`config.mk`:
```
export PLATFORM = sky130hd
export DESIGN_NAME = memory_arbiter
export DESIGN_NICKNAME = d
export VERILOG_FILES = /design/src/rtl/memory_arbiter.sv
export SDC_FILE = /design/constraint.sdc
export NUM_CORES = 1
export LEC_CHECK = 0
export BUFFER_PORTS_ARGS = -buffer_cell sky130_fd_sc_hd__buf_4
export CORE_AREA = 2 2 104 106
export CTS_CLUSTER_DIAMETER = 150
export CTS_CLUSTER_SIZE = 14
export DETAILED_ROUTE_END_ITERATION = 6
export DIE_AREA = 0 0 106 108
export GPL_ROUTABILITY_DRIVEN = 1
export GPL_TIMING_DRIVEN = 1
export PLACE_DENSITY = 0.75
export REMOVE_ABC_BUFFERS = 1
export SKIP_LAST_GASP = 1
export SLEW_MARGIN = 20
export SYNTH_ARGS = -nofsm -noshare
export SYNTH_HDL_FRONTEND = slang
export SYNTH_SLANG_ARGS = --single-unit
```
`constraint.sdc`:
```
create_clock -name CLK -period 1.2 [get_ports CLK]
set_input_delay 0.12 -clock CLK [delete_from_list [all_inputs] [get_ports CLK]]
set_output_delay 0.12 -clock CLK [all_outputs]
set_load 0.005 [all_outputs]
```
`src/rtl/memory_arbiter.sv`:
```
// memory_arbiter: shares one RAM port between instruction fetch and data access, data first.
// Define MEM_ARB_STARVE_GUARD_EN to force a pending fetch through after IWAIT_MAX data grants.
module memory_arbiter #(
    parameter int IWAIT_MAX = 4
) (
    input  logic        CLK,
    input  logic        RST,
    input  logic        iREN,
    input  logic [31:0] iaddr,
    input  logic        dREN,
    input  logic        dWEN,
    input  logic [31:0] daddr,
    input  logic [31:0] dstore,
    input  logic [1:0]  ramstate,
    input  logic [31:0] ramload,
    output logic        iwait,
    output logic        dwait,
    output logic [31:0] iload,
    output logic [31:0] dload,
    output logic        ramREN,
    output logic        ramWEN,
    output logic [31:0] ramaddr,
    output logic [31:0] ramstore,
    output logic        memerr
);
    localparam logic [1:0] ACCESS = 2'd2, ERROR = 2'd3;

    typedef enum logic [1:0] {IDLE, IBUSY, DBUSY} state_t;

    state_t      state_q;
    logic [31:0] addr_q, store_q;
    logic        ren_q, wen_q;
    logic        dreq, done, ok, dwin, ifrc;

    if (IWAIT_MAX < 1) begin : g_bad_param
        $error("IWAIT_MAX must be at least 1");
    end

    assign dreq = dREN | dWEN;
    assign ok   = ramstate == ACCESS;
    assign done = (state_q != IDLE) && (ok || ramstate == ERROR);
    assign dwin = dreq && !ifrc;

`ifdef MEM_ARB_STARVE_GUARD_EN
    localparam int CW = $clog2(IWAIT_MAX + 1);
    logic [CW-1:0] starve_q;
    assign ifrc = iREN && starve_q == CW'(IWAIT_MAX);
    // Counts data grants that bypassed a waiting fetch; never exceeds IWAIT_MAX.
    always_ff @(posedge CLK) begin
        if (RST) starve_q <= '0;
        else if (state_q == IDLE && iREN) starve_q <= dwin ? starve_q + 1'b1 : '0;
    end
`else
    assign ifrc = 1'b0;
`endif

    always_ff @(posedge CLK) begin
        if (RST) begin
            state_q <= IDLE;
            addr_q  <= '0;
            store_q <= '0;
            ren_q   <= 1'b0;
            wen_q   <= 1'b0;
        end else if (state_q == IDLE) begin
            if (dwin) begin
                state_q <= DBUSY;
                addr_q  <= daddr;
                store_q <= dstore;
                ren_q   <= !dWEN;
                wen_q   <= dWEN;
            end else if (iREN) begin
                state_q <= IBUSY;
                addr_q  <= iaddr;
                ren_q   <= 1'b1;
            end
        end else if (done) begin
            state_q <= IDLE;
            ren_q   <= 1'b0;
            wen_q   <= 1'b0;
        end
    end

    assign ramREN   = ren_q;
    assign ramWEN   = wen_q;
    assign ramaddr  = (state_q == IDLE) ? '0 : addr_q;
    assign ramstore = (state_q == DBUSY) ? store_q : '0;
    assign iwait    = iREN && !(state_q == IBUSY && done);
    assign dwait    = dreq && !(state_q == DBUSY && done);
    // A requester that dropped its request mid-transaction gets nothing back.
    assign iload    = (state_q == IBUSY && ok && iREN) ? ramload : '0;
    assign dload    = (state_q == DBUSY && ok && dreq) ? ramload : '0;
    assign memerr   = done && ramstate == ERROR;
endmodule

```
* Yosys cells after proc, flatten, opt, wreduce, memory -nomap -nowiden
Cells that the tools add are included.
Word-level totals: flip-flop bits (word level) 68, bits in latches 0, memory bits (writable) 0, bits in read-only memories 0, input port bits 135, output and inout port bits 133, word-level logic and storage cells 50, memories kept 0
Cells by class: add/sub/neg operators 0, multipliers 0, div/mod/pow operators 0, order comparisons 0, eq/ne operators 6, shifts and indexed selects 0, mux-type cells 16, bitwise operators 1, reductions and logical operators 22
Operators with widths (number):
- 32-bit two-way mux | 6
- 1-bit logical AND | 10
- 2-bit two-way mux | 4
- 2-bit AND reduction | 4
- 2-bit equality test (second input constant) | 3
- 1-bit two-way mux | 6
- 2-bit nonzero test | 3
- 1-bit logical NOT | 3
- 3-bit != test (second input constant) | 1
- 2-bit by 1-bit equality test with 1-bit output (second input constant) | 1
- 2-bit logical NOT | 1
- 2-bit != test (second input constant) | 1
- 1-bit logical OR | 1
- 1-bit bitwise OR | 1

* Logic depth before layout (Yosys ltp)
depth in word-level cells 6, depth in mapped cells 5, mapped depth without buffers 3

* Worst setup path after synthesis
OpenSTA, ideal clock, no wires.
kind register to register, start reg state_q[1], end reg addr_q[27], library setup time 0.133 ns, data arrival time 1.144 ns, required time 1.067 ns, path slack -0.078 ns, stages on the path, launching flop included 6, buffers on the path 2, clock period less this slack 1.278 ns, cell sequence dfxtp_1 -> or2_0 -> buf_2 -> nor2_1 -> buf_2 -> a311oi_1
Between the ends: longest elaborated chain between the ends 2
Ends and longest elaborated chain:
- start: declaration | line 30 | state_t state_q;
- start signal: assignment | line 59 | state_q <= IDLE;
- start signal: assignment | line 66 | state_q <= DBUSY;
- start signal: assignment | line 72 | state_q <= IBUSY;
- 2-bit logical NOT | line 64 | end else if (state_q == IDLE) begin
- 2-bit AND reduction (no line)
- end signal: assignment | line 67 | addr_q <= daddr;
- end signal: assignment | line 73 | addr_q <= iaddr;
- end: declaration | line 31 | logic [31:0] addr_q, store_q;
Every way passes these cells. A chain may end at the register's enable or synchronous reset.

* Worst setup path after layout
start reg state_q[0], end out dload[9]
Between the ends: longest elaborated chain between the ends 4
Ends and longest elaborated chain:
- 2-bit equality test | line 91 | assign dload = (state_q == DBUSY && ok && dreq) ? ramload : '0;
- 1-bit logical AND (2 in a row) | line 91
- 32-bit two-way mux | line 91
- end: declaration | line 19 | output logic [31:0] dload,
Every way passes these cells.

==> out/metrics.yaml <==
clockRootBuffer: "clkbuf_8"
crit_arrival_ns: 1.67
via_per_inst: 5.29
dp_hpwl_um: 10200
cts_tree: "yes"
hold_path_class: "in2reg"
synth-seq-cells: 68
placed_area_mm2: 0.00599
clock.fmax_mhz: 559
dieWidth_um: 106
syn2layout_area_growth_pct: 101
chipHeight_um: 108
clockBufferDepth: 2
coreArea_mm2: 0.0102
final_max_slew_viol_count: 0
layout_commonest_cell: "buf_4"
setup.worst_path.end_class: "output port"
fin_nets: 923
start_kind: "register"
dr.first_iter.drc_count: 291
vias: 4913
routedWlPerCell_um: 18.9
grt_max_degree: 56
p_leak_nw: 3.51
grt_usage_pct: 23.8
maxSlewHeadroom_pct: 72.6
outcome: "finished, violations left"
cts_sinks: 68
clock_skew_ns: 0.0102
cp_max_fo: 8
route.detailed.drc: 0
place.gp.congestion: 0.916
ys_types: 26
crit_type: "reg2out"
avgSynthCellArea_um2: 7.44
synth_cells: 501
grt_pass1_wl_um: 21900
fin_crit_ns: 1.79
final_cell_mix: "buf_4 (215), buf_6 (87), and2_4 (71)"
finalCritPeriodShare_pct: 149
finalWirelength_um: 17500
h-tree-depth: 3
final_util_pct: 73.2
cap_violations: 0
fin_ws_ns: -0.589
ys_seq_area_share_pct: 36.5
fill_cells: 730
tightest_slew_ns: 0.411
rows: 37
clkTransAtPathRegs_ns: 0.08
hold_violations: 0
ioPinCount: 268
critPathRequiredTime_ns: 1.08
initial_core_util_pct: 36.4
whs_ns: 0.0261
postRouteAntennaNets: 0
hold_path_depth: 3
power_density_mw_per_mm2: 981
synthesis.area_mm2: 0.00373
setup_violations: 199
multi_input_area_mm2: 0.00253
peakVddDrop_uv: 648
rsz0062_at_grt: "yes"
numCtsBuffers: 9
grt_pass1_vias: 4340
antenna_found_initial: 0
violations: "negative setup slack"
final_layout_size_suffix_gt1_share_pct: 57.0
r2r_cells: 6
clkLatencyLatePin_ns: 0.35
port_buffers: 267
dr.pass1.iters: 4
overflow: 0
ff_latch_area_mm2: 0.00136
fin_area_mm2: 0.00749
ys_warn_count: 0
antenna_cells: 0
die_area_mm2: 0.0114
sequential cells by signal, indices dropped and copies added, names as in the netlist:
| register | count |
|---|---|
| store_q | 32 |
| ramREN | 1 |
| ramWEN | 1 |
| addr_q | 32 |
| state_q | 2 |
stage by stage:
step                power [W]  std cells  setup TNS, ns  worst slack [ns]
floorplan             0.00324        448        -178.39             -1.72
global placement      0.00420        875         -19.69            -0.154
detailed placement    0.00424        875         -27.41            -0.231
CTS                   0.00667        899         -79.91            -0.605
global route          0.00766        929         -87.89            -0.638
finish                0.00735        929         -78.09            -0.589
critical path, stage by stage (launching register included):
cell and delay [ns]:
dfxtp_2 0.34, and2b_1 0.22, and4b_2 0.33, clkbuf_16 0.19, and2_4 0.15, buf_6 0.09
power by group:
part / switching, W / leakage, nW / internal, W
sequential: 0.000116 / 0.564 / 0.00248
clock: 0.000966 / 0.124 / 0.00140
combinational: 0.00103 / 2.82 / 0.00136
total: 0.00212 / 3.51 / 0.00523
what timing repair did:
action,in CTS,in global routing
gates resized for setup,23,196
setup endpoints to repair,197,199
hold buffers,0,1
gates cloned,3,17
hold endpoints to repair,0,1
setup buffers,5,14
pin swaps,10,96
metal layers:
metal | share of wire, % | global-route usage (%) | wire [um] | vias up
li1 | - | - | - | 2285
met1 | 40 | 31.5 | 6960 | 2326
met5 | 0 | 0 | 0 | -
met2 | 51 | 38.9 | 8970 | 259
met4 | 2.3 | 5.73 | 395 | 0
met3 | 6.8 | 6.39 | 1200 | 43
cell type report:
cell class / instances / area share, %
clock inverters: 7 / 1.62
well taps: 136 / 2.27
clock buffers: 9 / 1.65
multi-input cells: 380 / 33.7
repair buffers: 329 / 42.5
flip-flops and latches: 68 / 18.2
path summary, 6_finish.rpt:
kind	from	slack, ns	endpoint
setup / recovery	state_q[0]$_SDFFE_PP0P_	-0.59	dload[9]
hold / removal	dstore[23]	0.03	store_q[23]$_SDFFE_PP0P_
setup reg to reg	state_q[1]$_SDFFE_PP0P_	-0.46	store_q[7]$_SDFFE_PP0P_
hold reg to reg	store_q[18]$_SDFFE_PP0P_	0.48	store_q[18]$_SDFFE_PP0P_
kinds of logic after synthesis:
family | count (synthesis) | share of synthesized area [%]
and+or+nand+nor | 246 | 35.9
DFF | 68 | 36.5
buffers and inverters | 53 | 6.21
AOI/OAI and AO/OA | 134 | 21.3
synthesized netlist by cell type:
cell type / n / area (um^2)
nand2_1: 65 / 244
a21boi_0: 1 / 7.51
nand3b_1: 3 / 22.5
and2b_1: 1 / 7.51
a311oi_1: 32 / 280
buf_1: 1 / 3.75
o21ai_0: 32 / 160
or2_1: 1 / 6.26
buf_4: 1 / 7.51
nand2b_1: 1 / 6.26
dfxtp_1: 68 / 1360
a31oi_1: 2 / 12.5
and2_1: 128 / 801
nor3_1: 1 / 5.00
nor2_1: 4 / 15.0
or4b_1: 1 / 10.0
and4b_1: 2 / 20.0
buf_2: 20 / 100
clkbuf_1: 28 / 105
and3_1: 1 / 6.26
nor2b_1: 2 / 12.5
or3_1: 2 / 12.5
a21oi_1: 67 / 335
nand3_1: 33 / 165
or2_0: 1 / 6.26
clkbuf_2: 3 / 15.0
No activity file was read; power rests on OpenSTA's default activity.
